--- src/rtl/ba_pkg.sv ---
// Shared types and elaboration helpers for the digit-serial adder/subtractor.
package ba_pkg;

  typedef enum logic [1:0] {
    IDLE = 2'd0,
    RUN  = 2'd1,
    DONE = 2'd2
  } ba_state_e;

  // True when the width/digit pair can be built.
  function automatic bit ba_params_ok(int width, int digit);
    if (digit < 1 || width < 2) return 1'b0;
    return (width % digit) == 0;
  endfunction

endpackage

--- src/rtl/ba_serial_if.sv ---
// Operand/result bundle. in_valid/in_ready and out_valid/out_ready are each a
// valid/ready pair: a transfer happens on a rising clk edge where both are 1.
interface ba_serial_if #(
  parameter int WIDTH = 8
);
  logic             in_valid;
  logic             in_ready;
  logic [WIDTH-1:0] a;
  logic [WIDTH-1:0] b;
  logic             cin;
  logic             sub;
  logic             out_valid;
  logic             out_ready;
  logic [WIDTH-1:0] sum;
  logic             cout;
  logic             ovf;

  modport master (
    output in_valid, a, b, cin, sub, out_ready,
    input  in_ready, out_valid, sum, cout, ovf
  );

  modport slave (
    input  in_valid, a, b, cin, sub, out_ready,
    output in_ready, out_valid, sum, cout, ovf
  );
endinterface

--- src/rtl/ba_digit_add.sv ---
// DIGIT-bit combinational ripple adder built from full-adder cells; also
// reports the carry entering its MSB for overflow detection.
module ba_digit_add #(
  parameter int DIGIT = 2
) (
  input  logic [DIGIT-1:0] a_i,
  input  logic [DIGIT-1:0] b_i,
  input  logic             cin_i,
  output logic [DIGIT-1:0] sum_o,
  output logic             cout_o,
  output logic             cmsb_o
);
  logic [DIGIT:0] c;

  assign c[0] = cin_i;

  for (genvar i = 0; i < DIGIT; i++) begin : g_fa
    assign sum_o[i] = a_i[i] ^ b_i[i] ^ c[i];
    assign c[i+1]   = (a_i[i] & b_i[i]) | (c[i] & (a_i[i] ^ b_i[i]));
  end

  assign cout_o = c[DIGIT];
  assign cmsb_o = c[DIGIT-1];
endmodule

--- src/rtl/ba_serial.sv ---
// Digit-serial adder/subtractor: adds DIGIT bits per cycle, LSB slice first,
// chaining the carry through a register between cycles.
module ba_serial
  import ba_pkg::*;
#(
  parameter int WIDTH = 8,
  parameter int DIGIT = 2
) (
  input  logic      clk,
  input  logic      rst,
  ba_serial_if.slave bus,
  output ba_state_e state_o
);
  localparam int NDIG = WIDTH / DIGIT;
  localparam int CW   = (NDIG > 1) ? $clog2(NDIG) : 1;
  localparam logic [CW-1:0] LAST = CW'(NDIG - 1);

  if (!ba_params_ok(WIDTH, DIGIT)) begin : g_param_err
    $error("ba_serial: WIDTH must be >= 2, DIGIT >= 1, and DIGIT must divide WIDTH");
  end

  ba_state_e        state_q;
  logic [CW-1:0]    cnt_q;
  logic             carry_q;
  logic [WIDTH-1:0] a_q;
  logic [WIDTH-1:0] b_q;
  logic [WIDTH-1:0] sum_q;
  logic             cout_q;
  logic             ovf_q;

  logic [DIGIT-1:0] slice_a;
  logic [DIGIT-1:0] slice_b;
  logic [DIGIT-1:0] slice_s;
  logic             slice_co;
  logic             slice_cmsb;

  assign slice_a = a_q[int'(cnt_q) * DIGIT +: DIGIT];
  assign slice_b = b_q[int'(cnt_q) * DIGIT +: DIGIT];

  ba_digit_add #(.DIGIT(DIGIT)) u_digit (
    .a_i    (slice_a),
    .b_i    (slice_b),
    .cin_i  (carry_q),
    .sum_o  (slice_s),
    .cout_o (slice_co),
    .cmsb_o (slice_cmsb)
  );

  always_ff @(posedge clk) begin
    if (rst) begin
      state_q <= IDLE;
      cnt_q   <= '0;
      carry_q <= 1'b0;
      a_q     <= '0;
      b_q     <= '0;
      sum_q   <= '0;
      cout_q  <= 1'b0;
      ovf_q   <= 1'b0;
    end else begin
      case (state_q)
        IDLE: begin
          if (bus.in_valid) begin
            // Subtraction is A + ~B + 1; cin is ignored in that mode.
            a_q     <= bus.a;
            b_q     <= bus.b ^ {WIDTH{bus.sub}};
            carry_q <= bus.sub ? 1'b1 : bus.cin;
            cnt_q   <= '0;
            state_q <= RUN;
          end
        end
        RUN: begin
          sum_q[int'(cnt_q) * DIGIT +: DIGIT] <= slice_s;
          carry_q <= slice_co;
          cnt_q   <= cnt_q + 1'b1;
          if (cnt_q == LAST) begin
            cout_q  <= slice_co;
            ovf_q   <= slice_cmsb ^ slice_co;
            state_q <= DONE;
          end
        end
        DONE: begin
          if (bus.out_ready) state_q <= IDLE;
        end
        default: state_q <= IDLE;
      endcase
    end
  end

  assign bus.in_ready  = (state_q == IDLE);
  assign bus.out_valid = (state_q == DONE);
  assign bus.sum       = sum_q;
  assign bus.cout      = cout_q;
  assign bus.ovf       = ovf_q;
  assign state_o       = state_q;
endmodule

--- src/flat_wrapper.sv ---
// flat-port wrapper written by rule: the top's interface ports become plain ports
module ba_serial_flat import ba_pkg::*;
#(
  parameter int WIDTH = 8,
  parameter int DIGIT = 2
)
  (clk, rst, state_o, bus_in_valid, bus_a, bus_b, bus_cin, bus_sub, bus_out_ready, bus_in_ready, bus_out_valid, bus_sum, bus_cout, bus_ovf);
  ba_serial_if #(.WIDTH(WIDTH)) bus_i ();
  input  logic clk;
  input  logic rst;
  output ba_state_e state_o;
  input wire logic [$bits(bus_i.in_valid)-1:0] bus_in_valid;
  input wire logic [$bits(bus_i.a)-1:0] bus_a;
  input wire logic [$bits(bus_i.b)-1:0] bus_b;
  input wire logic [$bits(bus_i.cin)-1:0] bus_cin;
  input wire logic [$bits(bus_i.sub)-1:0] bus_sub;
  input wire logic [$bits(bus_i.out_ready)-1:0] bus_out_ready;
  output wire logic [$bits(bus_i.in_ready)-1:0] bus_in_ready;
  output wire logic [$bits(bus_i.out_valid)-1:0] bus_out_valid;
  output wire logic [$bits(bus_i.sum)-1:0] bus_sum;
  output wire logic [$bits(bus_i.cout)-1:0] bus_cout;
  output wire logic [$bits(bus_i.ovf)-1:0] bus_ovf;
  assign bus_i.in_valid = bus_in_valid;
  assign bus_i.a = bus_a;
  assign bus_i.b = bus_b;
  assign bus_i.cin = bus_cin;
  assign bus_i.sub = bus_sub;
  assign bus_i.out_ready = bus_out_ready;
  assign bus_in_ready = bus_i.in_ready;
  assign bus_out_valid = bus_i.out_valid;
  assign bus_sum = bus_i.sum;
  assign bus_cout = bus_i.cout;
  assign bus_ovf = bus_i.ovf;
  ba_serial #(.WIDTH(WIDTH), .DIGIT(DIGIT)) u_core (.clk(clk), .rst(rst), .bus(bus_i), .state_o(state_o));
endmodule
--- config.mk ---
export PLATFORM = sky130hd
export DESIGN_NAME = ba_serial_flat
export DESIGN_NICKNAME = d
export VERILOG_FILES = /design/src/rtl/ba_pkg.sv /design/src/rtl/ba_serial_if.sv /design/src/rtl/ba_digit_add.sv /design/src/rtl/ba_serial.sv /design/src/flat_wrapper.sv
export SDC_FILE = /design/constraint.sdc
export NUM_CORES = 1
export LEC_CHECK = 0
export CELL_PAD_IN_SITES_DETAIL_PLACEMENT = 1
export CELL_PAD_IN_SITES_GLOBAL_PLACEMENT = 1
export CORE_UTILIZATION = 26
export DETAILED_ROUTE_END_ITERATION = 16
export PLACE_DENSITY = 0.59
export SYNTH_ARGS = -nofsm -noshare
export SYNTH_HDL_FRONTEND = slang
export SYNTH_SLANG_ARGS = --single-unit
--- constraint.sdc ---
create_clock -name clk -period 2.95 [get_ports clk]
set_input_delay 0.295 -clock clk [delete_from_list [all_inputs] [get_ports clk]]
set_output_delay 0.295 -clock clk [all_outputs]
set_load 0.1 [all_outputs]
* Word level (Yosys, flattened, before mapping)
Index checks and enable logic that the tools add are counted.
** Operators by class
- Multiplexer cells :: 10
- Reductions and logical operators :: 6
- $add $sub $neg :: 2
- Bitwise operators :: 12
- Shift-type cells :: 4
- Eq/ne operators :: 6
** Operators by type and width (number)
- $neg 3->33 :: 1
- $shift 2x33->8 const A :: 1
- $shiftx 2x33->8 :: 1
- $shiftx 8x4->2 :: 2
- $bwmux 8 :: 1
- $mux 2 :: 4
- $xor 8x8->8 :: 1
- $pmux 2 s3 :: 1
- $reduce_and 2->1 :: 3
- $xor 1x1->1 :: 5
- $and 1x1->1 :: 4
- $eq 2x2->1 const B :: 2
- $ne 2x2->1 const B :: 2
- $pmux 2 s2 :: 1
- $reduce_and 3->1 :: 1
- $add 2x1->2 const B :: 1
- $eq 2x1->1 const B :: 1
- $logic_not 2->1 :: 1
- $mux 1 :: 2
- $ne 2x1->1 const B :: 1
- $or 1x1->1 :: 2
- $pmux 1 s2 :: 1
- $reduce_bool 2->1 :: 1
** Storage, ports and cells
- Output and inout port bits :: 14
- Register bits after elaboration :: 31
- Word-level logic and storage cells :: 48

* Logic depth before layout (Yosys ltp)
- Depth after elaboration :: 7
- Depth in mapped cells :: 7

* Hierarchy
Synthesis repeated with hierarchy kept, for this count alone.
** Unflattened totals
- Cells, all modules :: 159
- Area total of the unflattened synthesis :: 1537.7 µm²
** By module, submodules not included
- ba_serial :: instances 1, seq. area each 620.6 µm², area an instance 1497.7 µm², cells an instance 157
- ba_digit_add :: instances 1, seq. area each 0.0 µm², area an instance 40.0 µm², cells an instance 2

* Least setup slack after synthesis
Ideal clock, no wire load.
- Kind :: reg2reg
- Start :: register u_core.state_q[1] (netlist: u_core.state_o[1])
- End :: register u_core.state_q[1] (netlist: u_core.state_o[1])
- Stages on the path, launching flop included :: 5
- Arrival time :: 2.990 ns
- Path buffers :: 1
- Data required time :: 2.879 ns
- Slack :: -0.111 ns
- Clock period less this slack :: 3.061 ns
- Cell sequence :: dfxtp_1 > buf_2 > nor2b_1 > nand2b_1 > a21oi_1
** On the way
- Longest elaborated chain between the ends :: 3
** Ends and longest elaborated chain
- from (decl) :: RTL line ba_serial.sv:22 : ba_state_e state_q;
- from (signal assigned) :: RTL line ba_serial.sv:51 : state_q <= IDLE;
- from (signal assigned) :: RTL line ba_serial.sv:68 : state_q <= RUN;
- from (signal assigned) :: RTL line ba_serial.sv:78 : state_q <= DONE;
- $eq 2x2->1 (*)
- net bus_out_valid :: RTL line flat_wrapper.sv:19 : output wire logic [$bits(bus_i.out_valid)-1:0] bus_out_valid;
- $ne 2x2->1 (no line)
- $reduce_and 3->1 (no line)
Mark *: on every way through the listed nets, which the timed path passes. The rest lies on a longest branch.
A chain may end at the register's enable or synchronous reset.

* Worst setup path in the final report
- Start :: register u_core.cnt_q[0]
- End :: register u_core.sum_q[3] (netlist: u_core.bus.sum[3])
** On the way
- Longest elaborated chain between the ends :: 7
** Ends and longest elaborated chain
- from (decl) :: RTL line ba_serial.sv:23 : logic [CW-1:0] cnt_q;
- from (signal assigned) :: RTL line ba_serial.sv:74 : cnt_q <= cnt_q + 1'b1;
- $shiftx 8x4->2, on equally long branches :: RTL line ba_serial.sv:37, ba_serial.sv:38
- $xor 1x1->1 :: RTL line ba_digit_add.sv:18, ba_digit_add.sv:19
- $and 1x1->1 :: RTL line ba_digit_add.sv:19 : assign c[i+1] = (a_i[i] & b_i[i]) | (c[i] & (a_i[i] ^ b_i[i]));
- $or 1x1->1 :: RTL line ba_digit_add.sv:19
- $xor 1x1->1 :: RTL line ba_digit_add.sv:18 : assign sum_o[i] = a_i[i] ^ b_i[i] ^ c[i];
- $shiftx 2x33->8 :: RTL line ba_serial.sv:72 : sum_q[int'(cnt_q) * DIGIT +: DIGIT] <= slice_s;
- $bwmux 8 (*) :: RTL line ba_serial.sv:72
- to (signal, indexed assignment) :: RTL line ba_serial.sv:72
- to (decl) :: RTL line ba_serial.sv:27 : logic [WIDTH-1:0] sum_q;
Mark *: on every way between the ends. The rest lies on a longest branch, timed or not.

==> results.ini <==
[status]
status=complete, no violations

[run]
drv_cap=0

[detailed_routing]
postRouteAntennaNets=0
vias=1288
drc=0
via_per_inst=4.79
wl_per_cell_um=14.5
drtPass1Iterations=2
drt-total-wl_mm=3.90
drt_first_iter_violations=59

[sta]
period_share_pct=85.3
setup_tns_ps=0
period_needed_ps=2520
max_freq_mhz=397
rsz0062_at_grt=false
worst_pin_slew_ps=738
clock_skew_ps=5.40
finalHoldViolations=0
drv_slew=0
slew_headroom_pct=50.7
setup_viol=0

[clocking]
clkLatencyLatePin_ps=270
cts-resized-gates=0
clk_pin_slew_worst_paths_ps=70
cts_tree=done
cts_setup_buffers=0
clkSinkCount=31
cts_hold_buf=0
htreeDepth=2
root_buffer=clkbuf_8
cts_buffers=5
clockBufferDepth=2

[synth]
synth_seq_cells=31
async_reset_ff_share_pct=0
syn-num-nets=192
yosysUniqueCellTypes=30
synthTopCellsByArea=dfxtp_1, a21oi_1, mux4_2
yosysMostFrequentCell=dfxtp_1
synth.avg_cell_area_sq_um=9.36
ys_warn_count=0
synth_top_area_share_pct=40.9
yosysSeqAreaShare_pct=40.9
synth_area_leader_cell=dfxtp_1
synth_common_cells=dfxtp_1, nand2_1, a21oi_1
synthCells=162
synth_edf_count=0
synth-main-ff-cell=dfxtp_1
syn_area_sq_um=1520

[grt]
grt_pass1_vias=1419
grtUsageTotal_pct=14.1
grt.overflow.total=0
grt_first_pass_wirelength_mm=6.76
grt_start_max_net_pins=20
antenna_found_initial=0

[critical_path]
crit_path_cell_trace=mux4_2, fa_1, fa_1, nand4_1, a21oi_1
arrival_ps=2700
reg2regPathDepth=5
cp_common_cell=fa_1
regToRegSetupSlack_ps=430
reg2reg_to=u_core.bus.sum[3]
cpMaxStageDelayCell=fa_1
worst-setup-path-type=flip-flop to flip-flop
critPathRequiredTime_ps=3130
reg2reg_from=u_core.cnt_q[0]
crit_fanout=5
max_stage_delay_ps=600
cp-end-kind=flip-flop
startpoint_type=flip-flop

[min_path]
hold_class=flip-flop to flip-flop
hold_depth=2
min_to=u_core.a_q[2]
min_from=u_core.a_q[2]

[die]
die_area_sq_um=6140
pin_count=36
dieWidth_um=78.4
start_util_pct=27.2
rows=27
die_h_um=78.4
core_sq_um=5570

[place]
port_buffers=35
hpwl_mm=2.92
gp_congestion=0.713

[final_layout]
layout-drive-gt1-share_pct=15.2
nets=226
synthToLayoutAreaGrowth_pct=29.4
n_antenna_cell=0

[pwr]
finalPower_uw=973
p_leak_nw=0.736
power_per_cell_area_nw_per_um2=496
vdd_ir_drop_max_mv=0.195

metal layers:
| layer | vias up | track usage [%] | part of all wire (%) |
|---|---|---|---|
| li1 | 637 | - | - |
| met1 | 619 | 15.7 | 43 |
| met2 | 28 | 26.1 | 52 |
| met3 | 4 | 3.84 | 3.9 |
| met4 | 0 | 3.89 | 0.69 |
| met5 | - | 0 | 0 |
cells in the final DEF, fill, tap and decap left out, types with 2 or more instances in the layout:
cell and count:
a211oi_1 8, a21oi_1 18, clkbuf_1 2, ha_1 6, nand3b_1 5, clkbuf_8 5, mux4_2 4, xnor2_1 8
nor3b_1 2, buf_4 17, dfxtp_1 31, mux2i_1 2, nand2_1 24, fa_1 2, inv_1 3, nand2b_1 2
clkdlybuf4s50_1 21, nor2b_1 2, o21ai_0 2, nor2_1 15, a32oi_1 2, nand4_1 6
cell families (layout without fill, tap and decap cells):
logic type	Yosys count	count (layout)	synth area share, %
AOI/OAI and AO/OA	32	32	12.9
xor gates and xnor gates	9	9	5.20
adders and majority gates	8	8	7.59
buffers and inverters	14	49	5.12
DFF	31	31	40.9
muxes	6	6	7.26
and+or+nand+nor	62	62	21.0
registers in the layout, summed over array words and instances (netlist names):
signal / cells
u_core.a_q: 8
u_core.b_q: 8
u_core.bus.cout: 1
u_core.bus.ovf: 1
u_core.bus.sum: 8
u_core.carry_q: 1
u_core.cnt_q: 2
u_core.state_o: 2
worst max-delay path by stage:
| stage | end | cells after the start | slack (ps) | from |
|---|---|---|---|---|
| floorplan | bus_in_ready | 2 | 360 | u_core.state_o[0] |
| global placement | u_core.bus.sum[5] | 5 | 530 | u_core.cnt_q[0] |
| detailed placement | u_core.carry_q | 6 | 430 | u_core.cnt_q[0] |
| CTS | u_core.bus.sum[1] | 5 | 420 | u_core.cnt_q[0] |
| global route | u_core.bus.sum[3] | 5 | 280 | u_core.cnt_q[0] |
| finish | u_core.bus.sum[3] | 5 | 430 | u_core.cnt_q[0] |
worst max-delay path, delay by kind of cell (launching register included):
| kind | cells | cell delay, ps |
|---|---|---|
| AO/OA/AOI/OAI | 1 | 180 |
| adder cells (fa/ha/maj) | 2 | 1070 |
| flip-flops | 1 | 480 |
| multiplexers | 1 | 580 |
| AND/OR/NAND/NOR | 1 | 110 |
metrics by stage:
stage	worst slack [ps]	util [%]	hold WS (ps)	cell area [sq um]	cells
after floorplan	360	-	431	1520	162
after global placement	527	33.7	442	1880	261
after detailed placement	427	33.7	453	1880	261
after CTS	424	35.2	463	1960	269
after global routing	285	35.2	483	1960	269
final	434	35.2	458	1960	269
power by group:
part | total (mW) | switching, mW | internal (mW)
combinational | 0.191 | 0.107 | 0.0837
sequential | 0.462 | 0.0212 | 0.441
clock | 0.320 | 0.155 | 0.165
total | 0.973 | 0.283 | 0.690
layout make-up:
cell class                 instances  area, sq um
clock buffer                       7         76.3
inverter                           3         11.3
sequential                        31          621
clock inverter                     1         5.00
multi-input combinational        117          821
tap                               72         90.1
timing repair buffer              38          338
fill                             655         3610
Power figures use the tool's default switching activity.
